`src/rtl/hazard_pkg.sv`:
```
// Shared types and constants for the pipeline hazard controller.
package hazard_pkg;

  // Controller sequencing states.
  typedef enum logic [1:0] {
    RUN     = 2'd0,
    LDSTALL = 2'd1,
    FLUSH   = 2'd2
  } hazard_state_e;

  // Canonical bubble instruction (addi x0, x0, 0) injected by the decode stage.
  localparam logic [31:0] NOP_INST = 32'h00000013;

  // Hard-wired zero register; never a source of a data hazard.
  localparam logic [4:0] REG_X0 = 5'd0;

  // Width of the residency down-counter.
  localparam int unsigned SEQ_CNT_W = 4;

  // Counter load value for a sequence of 'cyc' total cycles; the first cycle
  // is spent in RUN, so the FSM only covers the remaining cyc-1 cycles.
  function automatic logic [SEQ_CNT_W-1:0] reload_val(input int unsigned cyc);
    return SEQ_CNT_W'(cyc - 1);
  endfunction

endpackage

```
`src/rtl/hazard_detect.sv`:
```
// Load-use hazard compare between the execute-stage destination and the
// decode-stage sources. Purely combinational so it can be reused for
// forwarding-path checks.
module hazard_detect
  import hazard_pkg::*;
(
  input  logic [4:0] dec_rs1_addr_i,
  input  logic [4:0] dec_rs2_addr_i,
  input  logic [4:0] ex_rd_addr_i,
  input  logic       ex_rd_wren_i,
  input  logic       ex_is_load_i,
  output logic       load_use_o
);

  logic rd_match;

  // A load writing a real register that decode is about to read must bubble.
  always_comb begin
    rd_match   = (ex_rd_addr_i == dec_rs1_addr_i) || (ex_rd_addr_i == dec_rs2_addr_i);
    load_use_o = ex_is_load_i && ex_rd_wren_i && (ex_rd_addr_i != REG_X0) && rd_match;
  end

endmodule

```
`src/rtl/hazard_ctrl.sv`:
```
// Pipeline hazard controller: generates stall, flush and freeze controls for
// the fetch/decode/execute registers. Priority each cycle is
// freeze (LSU wait) > redirect > load-use.
// Optional feature macro: HAZARD_PERF_EN (saturating stall/flush counters).
module hazard_ctrl
  import hazard_pkg::*;
#(
  parameter int unsigned LOAD_STALL_CYC = 1,
  parameter int unsigned FLUSH_CYC      = 1,
  parameter int unsigned CNT_W          = 32
) (
  input  logic             i_hazard_clk,
  input  logic             i_hazard_reset,
  input  logic [4:0]       i_hazard_dec_rs1_addr,
  input  logic [4:0]       i_hazard_dec_rs2_addr,
  input  logic [4:0]       i_hazard_ex_rd_addr,
  input  logic             i_hazard_ex_rd_wren,
  input  logic             i_hazard_ex_is_load,
  input  logic             i_hazard_redirect,
  input  logic             i_hazard_lsu_busy,
  output logic             o_hazard_stall_fetch,
  output logic             o_hazard_stall_decode,
  output logic             o_hazard_flush_decode,
  output logic             o_hazard_flush_execute,
  output logic             o_hazard_freeze,
  output logic             o_hazard_busy,
  output logic [CNT_W-1:0] o_hazard_stall_cnt,
  output logic [CNT_W-1:0] o_hazard_flush_cnt
);

  localparam logic [SEQ_CNT_W-1:0] LS_RELOAD = reload_val(LOAD_STALL_CYC);
  localparam logic [SEQ_CNT_W-1:0] FL_RELOAD = reload_val(FLUSH_CYC);
  localparam logic [SEQ_CNT_W-1:0] CNT_ONE   = SEQ_CNT_W'(1);

  hazard_state_e        state_q, state_d;
  logic [SEQ_CNT_W-1:0] cnt_q, cnt_d;

  logic load_use;
  logic stall_c;
  logic flush_c;
  logic freeze_c;
  logic redirect_accept;

  hazard_detect u_detect (
    .dec_rs1_addr_i (i_hazard_dec_rs1_addr),
    .dec_rs2_addr_i (i_hazard_dec_rs2_addr),
    .ex_rd_addr_i   (i_hazard_ex_rd_addr),
    .ex_rd_wren_i   (i_hazard_ex_rd_wren),
    .ex_is_load_i   (i_hazard_ex_is_load),
    .load_use_o     (load_use)
  );

  // State and residency counter; reset drops straight back to RUN.
  always_ff @(posedge i_hazard_clk or posedge i_hazard_reset) begin
    if (i_hazard_reset) begin
      state_q <= RUN;
      cnt_q   <= '0;
    end else begin
      state_q <= state_d;
      cnt_q   <= cnt_d;
    end
  end

  // Next-state and control decode; controls are forced low during reset.
  always_comb begin
    state_d         = state_q;
    cnt_d           = cnt_q;
    stall_c         = 1'b0;
    flush_c         = 1'b0;
    freeze_c        = 1'b0;
    redirect_accept = 1'b0;
    if (i_hazard_reset) begin
      state_d = RUN;
      cnt_d   = '0;
    end else if (i_hazard_lsu_busy) begin
      // LSU wait: hold everything, pending hazards are re-evaluated later.
      freeze_c = 1'b1;
    end else if (i_hazard_redirect) begin
      // A redirect flushes from any state and (re)starts the flush sequence.
      flush_c         = 1'b1;
      redirect_accept = 1'b1;
      if (FLUSH_CYC > 1) begin
        state_d = FLUSH;
        cnt_d   = FL_RELOAD;
      end else begin
        state_d = RUN;
        cnt_d   = '0;
      end
    end else begin
      case (state_q)
        RUN: begin
          if (load_use) begin
            stall_c = 1'b1;
            if (LOAD_STALL_CYC > 1) begin
              state_d = LDSTALL;
              cnt_d   = LS_RELOAD;
            end
          end
        end
        LDSTALL: begin
          stall_c = 1'b1;
          cnt_d   = cnt_q - CNT_ONE;
          if (cnt_q == CNT_ONE) state_d = RUN;
        end
        FLUSH: begin
          flush_c = 1'b1;
          cnt_d   = cnt_q - CNT_ONE;
          if (cnt_q == CNT_ONE) state_d = RUN;
        end
        default: begin
          state_d = RUN;
          cnt_d   = '0;
        end
      endcase
    end
  end

  assign o_hazard_stall_fetch   = stall_c;
  assign o_hazard_stall_decode  = stall_c;
  assign o_hazard_flush_decode  = flush_c;
  assign o_hazard_flush_execute = flush_c;
  assign o_hazard_freeze        = freeze_c;
  assign o_hazard_busy          = !i_hazard_reset && (state_q != RUN);

`ifdef HAZARD_PERF_EN
  logic [CNT_W-1:0] stall_cnt_q, stall_cnt_d;
  logic [CNT_W-1:0] flush_cnt_q, flush_cnt_d;

  // Saturating event counts: stall bubbles per cycle, redirects per accept.
  always_comb begin
    stall_cnt_d = stall_cnt_q;
    flush_cnt_d = flush_cnt_q;
    if (stall_c && !(&stall_cnt_q))         stall_cnt_d = stall_cnt_q + CNT_W'(1);
    if (redirect_accept && !(&flush_cnt_q)) flush_cnt_d = flush_cnt_q + CNT_W'(1);
  end

  // Performance counter registers.
  always_ff @(posedge i_hazard_clk or posedge i_hazard_reset) begin
    if (i_hazard_reset) begin
      stall_cnt_q <= '0;
      flush_cnt_q <= '0;
    end else begin
      stall_cnt_q <= stall_cnt_d;
      flush_cnt_q <= flush_cnt_d;
    end
  end

  assign o_hazard_stall_cnt = stall_cnt_q;
  assign o_hazard_flush_cnt = flush_cnt_q;
`else
  logic unused_perf;
  assign unused_perf        = redirect_accept;
  assign o_hazard_stall_cnt = '0;
  assign o_hazard_flush_cnt = '0;
`endif

endmodule

```
`config.mk`:
```
export PLATFORM = sky130hd
export DESIGN_NAME = hazard_ctrl
export DESIGN_NICKNAME = d
export VERILOG_FILES = /design/src/rtl/hazard_pkg.sv /design/src/rtl/hazard_detect.sv /design/src/rtl/hazard_ctrl.sv
export SDC_FILE = /design/constraint.sdc
export NUM_CORES = 1
export LEC_CHECK = 0
export ABC_AREA = 1
export BUFFER_PORTS_ARGS = -buffer_cell sky130_fd_sc_hd__buf_2
export CAP_MARGIN = 20
export CORE_ASPECT_RATIO = 1.4
export CORE_UTILIZATION = 25
export DETAILED_ROUTE_END_ITERATION = 10
export MAX_ROUTING_LAYER = met4
export PLACE_DENSITY = 0.72
export SLEW_MARGIN = 20
export SYNTH_ARGS = -nofsm -noshare
export SYNTH_HDL_FRONTEND = slang
export SYNTH_SLANG_ARGS = --single-unit
export TNS_END_PERCENT = 10
```
`constraint.sdc`:
```
create_clock -name i_hazard_clk -period 1.2 [get_ports i_hazard_clk]
set_input_delay 0.36 -clock i_hazard_clk [delete_from_list [all_inputs] [get_ports i_hazard_clk]]
set_output_delay 0.36 -clock i_hazard_clk [all_outputs]
set_load 0.005 [all_outputs]
```
## Word level (Yosys, flattened, before mapping)

Cells that the tools add are included.

| operators by class | value |
|---|---|
| add/subtract/negate cells | 1 |
| equality and inequality tests | 8 |
| multiplexer cells | 20 |
| reduce and logical (&&, ||, !) cells | 12 |

Operators by type and width:

| cell | number |
|---|---|
| 2-to-1 mux 4 bit | 3 |
| == test 5 bit | 2 |
| 2-to-1 mux 1 bit | 10 |
| 2-to-1 mux 2 bit | 4 |
| one-hot mux 4 bit (2 select lines) | 1 |
| nonzero test 5 bit | 1 |
| == test 4 x 1 -> 1 bit, second input constant | 1 |
| logical AND 1 bit | 4 |
| != test 4 x 1 -> 1 bit, second input constant | 1 |
| one-hot mux 2 bit (2 select lines) | 1 |
| subtractor 4 x 1 -> 4 bit, second input constant | 1 |
| != test 3 bit, second input constant | 1 |
| AND reduction 3 bit | 1 |
| == test 2 x 1 -> 1 bit, second input constant | 1 |
| == test 2 bit, second input constant | 1 |
| zero test 2 bit | 1 |
| != test 2 bit, second input constant | 1 |
| one-hot mux 1 bit (2 select lines) | 1 |
| AND reduction 2 bit | 1 |
| nonzero test 2 bit | 1 |
| OR reduction 2 bit | 1 |
| zero test 1 bit | 1 |
| logical OR 1 bit | 1 |

| storage, ports and cells | value |
|---|---|
| register bits after elaboration | 6 |
| input bits | 21 |
| output and inout port bits | 70 |
| logic and storage cells | 43 |

## Depth between registers and ports, before layout

| depth | value |
|---|---|
| depth in word-level cells | 8 |
| gate-level depth with buffers | 7 |
| depth with buffers taken out | 6 |

## By module

From an unflattened synthesis, not the netlist that was laid out.

| unflattened totals | value |
|---|---|
| cell total of the unflattened synthesis | 121 |
| area, all modules | 739.5 µm² |

By module, submodules not included:

| module | instances | cells an instance | area each (µm²) | sequential area each (µm²) |
|---|---|---|---|---|
| hazard_ctrl | 1 | 76 | 536.8 | 0.0 |
| hazard_detect | 1 | 45 | 202.7 | 0.0 |

## Worst setup path before layout

Ideal clock, no wire load.

| timing | value |
|---|---|
| kind | input port to output port |
| start point | in i_hazard_ex_rd_addr[3] |
| end point | out o_hazard_stall_fetch |
| data arrival time | 949 ps |
| required time | 840 ps |
| path slack | -109 ps |
| cell stages on the path | 7 |
| path buffers | 1 |
| cell sequence | inv_1 > nand2_1 > nand2_1 > nor2_1 > nand3_1 > a21oi_2 > buf_4 |

| between the ends | value |
|---|---|
| longest elaborated chain between the ends | 8 |
| elaborated cells on any way between the ends | 11 |
| classes of those cells | 2 x eq/ne; 5 x mux; 4 x reduce/logical |

RTL lines:

| item | RTL line | text |
|---|---|---|
| start, declared | hazard_ctrl.sv:16 | `input logic [4:0] i_hazard_ex_rd_addr,` |
| == test 5 bit / nonzero test 5 bit (equally long branches) | hazard_detect.sv:19, hazard_detect.sv:20 |  |
| logical OR 1 bit / logical AND 1 bit (equally long branches) | hazard_detect.sv:19, hazard_detect.sv:20 |  |
| logical AND 1 bit (*) | hazard_detect.sv:20 | `load_use_o = ex_is_load_i && ex_rd_wren_i && (ex_rd_addr_i != REG_X0) && rd_match;` |
| 2-to-1 mux 1 bit (*) | hazard_ctrl.sv:92 | `if (load_use) begin` |
| one-hot mux 1 bit (2 select lines) (*) | hazard_ctrl.sv:90 | `case (state_q)` |
| 2-to-1 mux 1 bit (*) | hazard_ctrl.sv:78 | `end else if (i_hazard_redirect) begin` |
| 2-to-1 mux 1 bit (*) | hazard_ctrl.sv:75 | `end else if (i_hazard_lsu_busy) begin` |
| 2-to-1 mux 1 bit (*) | hazard_ctrl.sv:72 | `if (i_hazard_reset) begin` |
| end, declared | hazard_ctrl.sv:21 | `output logic o_hazard_stall_fetch,` |

Every way passes the cells marked *; elsewhere a longest branch is shown, timed or not.

## Worst setup path in the final report

| timing | value |
|---|---|
| start point | in i_hazard_ex_rd_addr[1] |
| end point | out o_hazard_stall_fetch |

Same word-level chain as after synthesis.

==> qor.yml <==
synth:
  netlist.top_cell.by_area: "buf_4"
  synthMuxAreaShare_pct: 0
  synth_compound_area_share_pct: 1.21
  yosys-top-cells-count: "67 x buf_4, 20 x nand2_1, 11 x inv_1, 11 x nor2_1"
  yosysWarnings: 0
  synth-simple-area-share_pct: 19.1
  netlist_area_sq_um: 726
  ys_top_cells_by_area: "buf_4 69%, nand2_1 10%, inv_1 5.7%"
  ys_types: 12
  synth_xor_area_share_pct: 3.62
  synthAdderAreaFrac_pct: 0
  synth.most_common_cell: "buf_4"
  avgSynthCellArea_sq_um: 6.10
  syn_inst: 119
  synth_top_cell_area_share_pct: 69.3
  yosysSeqAreaShare_pct: 0
  synth_top_family_by_area: "buffers and inverters"
detailed_routing:
  wl_per_cell_microns: 5.79
  via_count: 539
  drt-total-wl_mm: 1.05
  drcViolationCount: 0
  viasPerCell: 2.98
  dr.pass1.iters: 4
  drtAntennaViolNets: 0
  drtIter0Drc: 2
die:
  fp-row-count: 22
  ios: 91
  dieArea_sq_mm: 0.00313
  core-area_sq_mm: 0.00270
  die_x_microns: 47.5
  die_h_microns: 65.8
  initial_core_util_pct: 26.9
pwr:
  combPwrFrac_pct: 100.0
  power_leakage_nw: 0.512
  powerDensity_mw_per_mm2: 253
  peakVddDrop_mv: 0.109
  clkPwrFrac_pct: 0
  p_int_uw: 80.5
  swShare_pct: 58.5
  switching_power_uw: 113
  sequentialPowerShare_pct: 0
final_layout:
  final_nets: 168
  regArea_sq_um: 0
  area_growth_pct: 5.52
  drive_gt1_share_pct: 29.0
  num_antenna_cells: 0
  nFlopsAndLatches: 0
  fin_area_sq_um: 766
  clkbuf_count: 0
worst_hold_path:
  hold_class: "in2out"
  min_path_cells: 4
status:
  violations: "setup timing"
  status: "finished, violations left"
placement:
  place_ws_ns: -0.326
  dp_hpwl_microns: 924
  dpl-instance-area_sq_um: 669
  place.gp.congestion: 0.674
  port_buffers: 25
sta:
  fin_ws_ns: -0.273
  finalCriticalPeriod_ns: 1.47
  clock.fmax_mhz: 679
  slew_violations: 0
  setup_viol: 2
  hold_viol_final: 0
  finalCritPeriodShare_pct: 123
  rsz0062_at_grt: "yes"
cts:
  ctsHoldBuffers: 0
  post_cts_buffers: 0
grt:
  antenna_found_initial: 0
  gr-usage-all-layers_pct: 5.31
  grt_pass1_vias: 360
  grt_pass1_wl_mm: 1.28
  grt_overflow: 0
  grt_max_degree: 6
flow_run:
  drv_cap: 0
worst_setup_path:
  crit_arrival_ns: 1.11
  endpoint_kind: "output port"
  critPathRequiredTime_ns: 0.84
  critical_path_class: "in2out"
  crit_fanout: 4
  start_kind: "input port"
-- placed cells by master, fill, tap and decap left out --
cell type,instances
a21oi_2,1
buf_2,17
buf_4,3
buf_6,8
buf_8,1
conb_1,65
inv_1,8
inv_2,4
nand2_1,18
nand2_2,1
nand2_4,1
nand3_1,1
nand3_2,1
nand4_1,1
nor2_1,7
nor2_2,3
nor2_4,1
nor4_4,1
xnor2_1,2
xor2_1,1
-- stage by stage --
step	power, mW	hold slack [ns]	util, %	std cells	TNS, ns
finish	0.194	1.04	28.4	181	-0.541
global route	0.226	1.08	28.4	181	-0.708
CTS	0.176	1.05	27.0	181	-0.576
detailed placement	0.155	1.04	24.8	181	-0.656
global placement	0.154	1.03	24.8	181	-0.608
floorplan	0.246	0.751	-	183	-0.103
-- final timing paths --
kind / startpoint / end / slack, ns
setup / recovery: i_hazard_ex_rd_addr[1] / o_hazard_stall_fetch / -0.27
hold / removal: i_hazard_lsu_busy / o_hazard_freeze / 1.04
-- logic make-up after synthesis --
| logic type | Yosys count |
|---|---|
| AOI/OAI and AO/OA | 1 |
| xor gates and xnor gates | 3 |
| buffers and inverters | 79 |
| other | 1 |
| and+or+nand+nor | 35 |
-- repair_timing --
| item | CTS | global route |
|---|---|---|
| gates resized for setup | 14 | 12 |
| pin swaps | 14 | 10 |
| endpoints found under the setup margin | 4 | 4 |
-- layer usage --
layer	wire (microns)	track usage [%]	vias up
li1	-	-	271
met1	340	5.74	214
met2	576	10.8	54
met3	130	0	0
met4	0	0	0
met5	0	-	-
-- worst max-delay path, cell delays in order --
cell	delay, ns
buf_8	0.10
xor2_1	0.15
nor2_1	0.13
nand3_2	0.08
a21oi_2	0.16
buf_2	0.13
-- cell type report --
type	count	area [sq um]
fill	320	1930
inverter	12	45.0
multi-input combinational	104	463
tap	36	45.0
timing repair buffer	29	213
-- power by group through the flow --
stage          logic (mW)  registers [mW]  clock network [mW]
5_1_grt             0.226               0                   0
4_1_cts             0.176               0                   0
2_1_floorplan       0.246               0                   0
3_5_place_dp        0.155               0                   0
6_report            0.194               0                   0
3_3_place_gp        0.154               0                   0
No activity file was read; power rests on OpenSTA's default activity.
